==> src/rtl/pipe_pkg.sv <==
// ============================================================================
// Module      : pipe_pkg
// Description : Shared types for the pipeline hazard controller (forwarding
//               select encoding and tracked-stage entry record).
// Revision    : 1.0 - initial release
// ============================================================================
`default_nettype none

package pipe_pkg;

    // Widest register address an entry can carry; narrower files zero-extend.
    localparam int unsigned c_rd_max_w = 8;

    typedef enum logic [1:0] {
        FWD_RF  = 2'd0,
        FWD_EX  = 2'd1,
        FWD_MEM = 2'd2,
        FWD_WB  = 2'd3
    } fwd_sel_e;

    typedef struct packed {
        logic                  valid;
        logic [c_rd_max_w-1:0] rd;
        logic                  wre;
        logic                  load;
    } hz_entry_t;

endpackage

`default_nettype wire

==> src/rtl/hz_match.sv <==
// ============================================================================
// Module      : hz_match
// Description : Flags a decode source operand that reads the register a
//               tracked pipeline entry is about to write.
// Revision    : 1.0 - initial release
// ============================================================================
`default_nettype none

module hz_match
    import pipe_pkg::*;
#(
    parameter int REG_AW = 4
) (
    input  logic                  i_dec_valid,
    input  logic [REG_AW-1:0]     i_src,
    input  logic                  i_src_use,
    input  logic                  i_valid,
    input  logic                  i_wre,
    input  logic [c_rd_max_w-1:0] i_rd,
    output logic                  o_hit
);

    assign o_hit = i_dec_valid & i_src_use & i_valid & i_wre
                 & (i_rd == c_rd_max_w'(i_src));

endmodule

`default_nettype wire

==> src/rtl/pipe_hazard_ctrl.sv <==
// ============================================================================
// Module      : pipe_hazard_ctrl
// Description : Tracks in-flight register writes after decode and produces
//               stall / flush / operand-forwarding controls. Forwarding is
//               built only when PIPE_HAZARD_FWD_EN is defined.
// Revision    : 1.0 - initial release
// ============================================================================
`default_nettype none

module pipe_hazard_ctrl
    import pipe_pkg::*;
#(
    parameter int REG_AW = 4,
    parameter int DEPTH  = 3
) (
    input  logic                   clk,
    input  logic                   reset,
    input  logic                   dec_valid,
    input  logic [REG_AW-1:0]      dec_rs1,
    input  logic [REG_AW-1:0]      dec_rs2,
    input  logic                   dec_rs1_use,
    input  logic                   dec_rs2_use,
    input  logic [REG_AW-1:0]      dec_rd,
    input  logic                   dec_wre,
    input  logic                   dec_load,
    input  logic                   ex_br_taken,
    output logic                   stall,
    output logic                   flush_fd,
    output logic                   flush_de,
    output logic [1:0]             fwd_a_sel,
    output logic [1:0]             fwd_b_sel,
    output logic [2**REG_AW-1:0]   busy_mask
);

    hz_entry_t           r_pipe [DEPTH];
    hz_entry_t           w_dec_entry;
    logic [DEPTH-1:0]    w_hit_a;
    logic [DEPTH-1:0]    w_hit_b;
    logic                w_hazard;
    logic                w_issue;
    fwd_sel_e            w_sel_a;
    fwd_sel_e            w_sel_b;
    logic [2**REG_AW-1:0] w_busy;
    logic                w_unused;

    generate
        for (genvar i = 0; i < DEPTH; i++) begin : g_stage
            hz_match #(.REG_AW(REG_AW)) u_match_a (
                .i_dec_valid (dec_valid),
                .i_src       (dec_rs1),
                .i_src_use   (dec_rs1_use),
                .i_valid     (r_pipe[i].valid),
                .i_wre       (r_pipe[i].wre),
                .i_rd        (r_pipe[i].rd),
                .o_hit       (w_hit_a[i])
            );
            hz_match #(.REG_AW(REG_AW)) u_match_b (
                .i_dec_valid (dec_valid),
                .i_src       (dec_rs2),
                .i_src_use   (dec_rs2_use),
                .i_valid     (r_pipe[i].valid),
                .i_wre       (r_pipe[i].wre),
                .i_rd        (r_pipe[i].rd),
                .o_hit       (w_hit_b[i])
            );
        end
    endgenerate

`ifdef PIPE_HAZARD_FWD_EN
    localparam int c_fwd_n = (DEPTH < 3) ? DEPTH : 3;

    // Walk oldest to youngest so the youngest forwarding stage wins.
    always_comb begin
        w_sel_a = FWD_RF;
        w_sel_b = FWD_RF;
        for (int i = c_fwd_n - 1; i >= 0; i--) begin
            if (w_hit_a[i]) w_sel_a = fwd_sel_e'(2'(i + 1));
            if (w_hit_b[i]) w_sel_b = fwd_sel_e'(2'(i + 1));
        end
    end

    assign w_hazard = (w_hit_a[0] | w_hit_b[0]) & r_pipe[0].load;
`else
    assign w_sel_a  = FWD_RF;
    assign w_sel_b  = FWD_RF;
    assign w_hazard = |(w_hit_a | w_hit_b);
`endif

    assign stall     = w_hazard & ~ex_br_taken;
    assign flush_fd  = ex_br_taken;
    assign flush_de  = ex_br_taken;
    assign fwd_a_sel = w_sel_a;
    assign fwd_b_sel = w_sel_b;

    always_comb begin
        w_busy = '0;
        for (int i = 0; i < DEPTH; i++) begin
            if (r_pipe[i].valid && r_pipe[i].wre) w_busy[r_pipe[i].rd[REG_AW-1:0]] = 1'b1;
        end
    end

    assign busy_mask = w_busy;

    assign w_dec_entry = '{valid: 1'b1,
                           rd:    c_rd_max_w'(dec_rd),
                           wre:   dec_wre,
                           load:  dec_load};

    assign w_issue = dec_valid & ~stall & ~flush_de;

    always_ff @(posedge clk) begin
        if (reset) begin
            for (int i = 0; i < DEPTH; i++) r_pipe[i] <= '0;
        end else begin
            r_pipe[0] <= w_issue ? w_dec_entry : '0;
            for (int i = 1; i < DEPTH; i++) r_pipe[i] <= r_pipe[i-1];
        end
    end

    // The retiring entry's load flag and far-stage hits have no consumer.
    assign w_unused = ^{r_pipe[DEPTH-1].load, w_hit_a, w_hit_b};

endmodule

`default_nettype wire

==> config.mk <==
export PLATFORM = sky130hd
export DESIGN_NAME = pipe_hazard_ctrl
export DESIGN_NICKNAME = d
export VERILOG_FILES = /design/src/rtl/pipe_pkg.sv /design/src/rtl/hz_match.sv /design/src/rtl/pipe_hazard_ctrl.sv
export SDC_FILE = /design/constraint.sdc
export NUM_CORES = 1
export LEC_CHECK = 0
export ABC_AREA = 0
export BUFFER_PORTS_ARGS = -buffer_cell sky130_fd_sc_hd__buf_2
export CAP_MARGIN = 5
export CORE_MARGIN = 3
export CORE_UTILIZATION = 50
export CTS_CLUSTER_DIAMETER = 150
export DETAILED_ROUTE_END_ITERATION = 10
export GPL_TIMING_DRIVEN = 0
export MAX_ROUTING_LAYER = met4
export PLACE_DENSITY = 0.79
export RECOVER_POWER = 50
export SLEW_MARGIN = 15
export SYNTH_ARGS = -nofsm -noshare
export SYNTH_HDL_FRONTEND = slang
export SYNTH_SLANG_ARGS = --single-unit
==> constraint.sdc <==
create_clock -name clk -period 5.15 [get_ports clk]
set_clock_uncertainty 0.1 [all_clocks]
set_input_delay 1.545 -clock clk [delete_from_list [all_inputs] [get_ports clk]]
set_output_delay 1.545 -clock clk [all_outputs]
set_load 0.005 [all_outputs]
==> results.py <==
metrics = {
    "clock_tree": {
        "cts_tree": "done",
        "clkTransAtPathRegs_ns": 0.09,
        "post_cts_resized": 0,
        "cts_root_buf": "clkbuf_4",
        "cts.sinks": 18,
        "numCtsBuffers": 3,
        "ctsHoldBuffers": 0,
        "cts_max_level": 1,
        "cts_setup_buffers": 0,
        "clockBufferDepth": 2,
        "clock_latency_ns": 0.29,
    },
    "route": {
        "first_pass_iters": 5,
        "antenna_left": 0,
        "drc": 0,
        "wl_per_cell_um": 13.0,
        "vias": 1384,
        "drt_iter0_markers": 67,
        "via_per_inst": 5.45,
        "wl_um": 3310,
    },
    "synth": {
        "ys_seq_area_frac": 0.268,
        "synth_seq_cells": 18,
        "syn_area_um2": 1340,
        "ys_types": 28,
        "syn_area_per_cell_um2": 7.47,
        "synth_top_cell_area_share": 0.268,
        "synthTopCellsByArea": "dfxtp_1, xnor2_1, nand2_1",
        "netlist_instances": 180,
        "ys.warnings.count": 0,
        "yosysTopAreaCell": "dfxtp_1",
    },
    "layout": {
        "fin_cells": 254,
        "top_register": "r_pipe",
        "syn2layout_area_growth_pct": 19.5,
        "antennaDiodeCount": 0,
        "stdcell_area_um2": 1610,
        "layout_common_cells": "buf_2, nand2_1, nor2b_1, dfxtp_1, xnor2_1",
        "final_common_cell": "buf_2",
        "largest_register_ffs": 18,
        "nets": 245,
        "final_util": 0.636,
        "fillerInstances": 269,
        "drive_gt1_frac": 0.232,
        "top_regs": "r_pipe: 18 flops",
    },
    "setup_path": {
        "cp_num_buf_inv": 3,
        "worstPathRequired_ns": 3.51,
        "rrSetupSlack_ns": 3.51,
        "worst-r2r-cell-count": 4,
        "path_delay_family": "compound AO/OA/AOI/OAI gates",
        "crit_path_top_delay_cell": "a221o_1",
        "r2r_end": "r_pipe[0][3]",
        "cp.arrival_ns": 3.03,
        "cp_cell_sequence": "clkbuf_1, clkinv_1, a221o_1, nor4_1, o21ba_1, o31a_1, buf_2",
        "slowest_delay_ns": 0.35,
        "critPathCaptureType": "output pin",
        "r2r_start": "r_pipe[0][25]",
        "start_kind": "input pin",
        "critPathKind": "in2out",
        "cp_max_fo": 7,
        "crit_path_start": "dec_rs1[0]",
        "crit_cells": 7,
        "cp-endpoint": "stall",
    },
    "timing": {
        "setup_violations": 0,
        "worst_slack_ns": 0.471,
        "slew_headroom": 0.647,
        "fin_crit_sh": 0.909,
        "slew_viol_final": 0,
        "rsz0062_at_grt": "false",
        "hold_ws_ns": 0.379,
        "period_minus_slack_ns": 4.68,
        "max_freq_ghz": 0.214,
        "finalSetupTns_ns": 0,
        "finalHoldViolations": 0,
        "tightest_slew_ns": 0.528,
    },
    "global_route": {
        "grt_start_max_net_pins": 11,
        "antenna_found_initial": 0,
        "grt_first_pass_wirelength_um": 5530,
        "grt_use_met2": 0.371,
        "grt-ovfl-total": 0,
        "grt_usage": 0.218,
        "first_global_vias": 1270,
        "grtUsageMet1": 0.258,
        "busiest_layer": "met2",
        "use_met3": 0.0200,
    },
    "flow_run": {
        "drv_cap": 0,
    },
    "power_and_ir_drop": {
        "ir_worst_vdd_mv": 0.168,
        "clockPowerShare": 0.314,
        "static-leakage-power_nw": 0.780,
        "power.density_nw_per_um2": 167,
        "swShare": 0.237,
        "power_frac_seq": 0.533,
        "p_int_mw": 0.205,
        "p_sw_mw": 0.0636,
        "p_comb_frac": 0.154,
        "power_mw": 0.268,
    },
    "worst_hold_path": {
        "hp-class": "reg2reg",
    },
    "floorplanning": {
        "core_um2": 2520,
        "die_area_um2": 3350,
        "start_util": 0.533,
        "io_pins": 43,
        "die_h_um": 57.8,
        "rows": 18,
        "die_w_um": 57.8,
    },
    "place": {
        "placed_cell_area_um2": 1580,
        "hpwl_um": 2560,
        "io_buffers": 37,
        "gp_congestion": 0.955,
        "dp_cells": 250,
        "dpl_worst_slack_ns": 0.664,
    },
    "run_status": {
        "status": "finished clean",
    },
}
==> per-layer routing <==
metal / wire, um / share of wire
met5: 0 / 0
met4: 91 / 0.028
met1: 1430 / 0.43
met2: 1550 / 0.47
met3: 230 / 0.070
==> worst register-to-register path, delay by kind of cell, from the launching register on <==
family	cells	cell delay, ns
compound gates	2	0.65
flops	1	0.38
simple gates	2	0.39
==> layout make-up <==
cell class	instances	area, um^2	area share
sequential	18	360	0.224
multi-input combinational	144	878	0.547
clock buffer	4	36.3	0.0226
timing repair buffer	37	183	0.114
buffer	17	95.1	0.0592
tap	30	37.5	0.0234
inverter	4	15.0	0.00935
==> cell usage after synthesis <==
cell type	instances
nand4_1	4
nor4_2	1
buf_4	6
a32oi_1	6
nand2_1	34
inv_2	1
xnor2_1	15
nand3_1	9
xor2_1	7
and4_1	2
dfxtp_1	18
clkbuf_2	1
nor3_1	9
nor2_1	5
nor4_1	6
o22ai_1	1
a22oi_1	9
nor3b_1	4
conb_1	1
o31a_1	1
inv_1	3
nand3b_1	5
nand2b_1	1
buf_2	6
a221o_1	1
clkbuf_1	4
o21ba_2	1
nor2b_1	19
==> worst min-delay path by stage <==
stage | from | endpoint | slack, ns | cells after the start
finish | r_pipe[0][21] | r_pipe[0][32] | 0.38 | 1
global route | r_pipe[0][1] | r_pipe[0][12] | 0.41 | 1
CTS | r_pipe[0][21] | r_pipe[0][32] | 0.38 | 1
detailed placement | r_pipe[0][21] | r_pipe[0][32] | 0.37 | 1
global placement | r_pipe[0][21] | r_pipe[0][32] | 0.36 | 1
floorplan | r_pipe[0][10] | r_pipe[0][21] | 0.35 | 1
==> kinds of logic after synthesis <==
family                 share of synthesized area
AO/OA/AOI/OAI                              0.115
flip-flops                                 0.268
XOR/XNOR                                   0.143
other                                    0.00279
AND/OR/NAND/NOR                            0.388
buffers and inverters                     0.0819
==> power groups by stage <==
stage               clock [mW]  combinational [mW]  sequential [mW]
detailed placement           0              0.0416            0.146
floorplan                    0              0.0262            0.146
CTS                     0.0845              0.0419            0.143
finish                  0.0842              0.0412            0.143
global placement             0              0.0411            0.146
global route            0.0899              0.0459            0.143
Power figures use the tool's default switching activity.
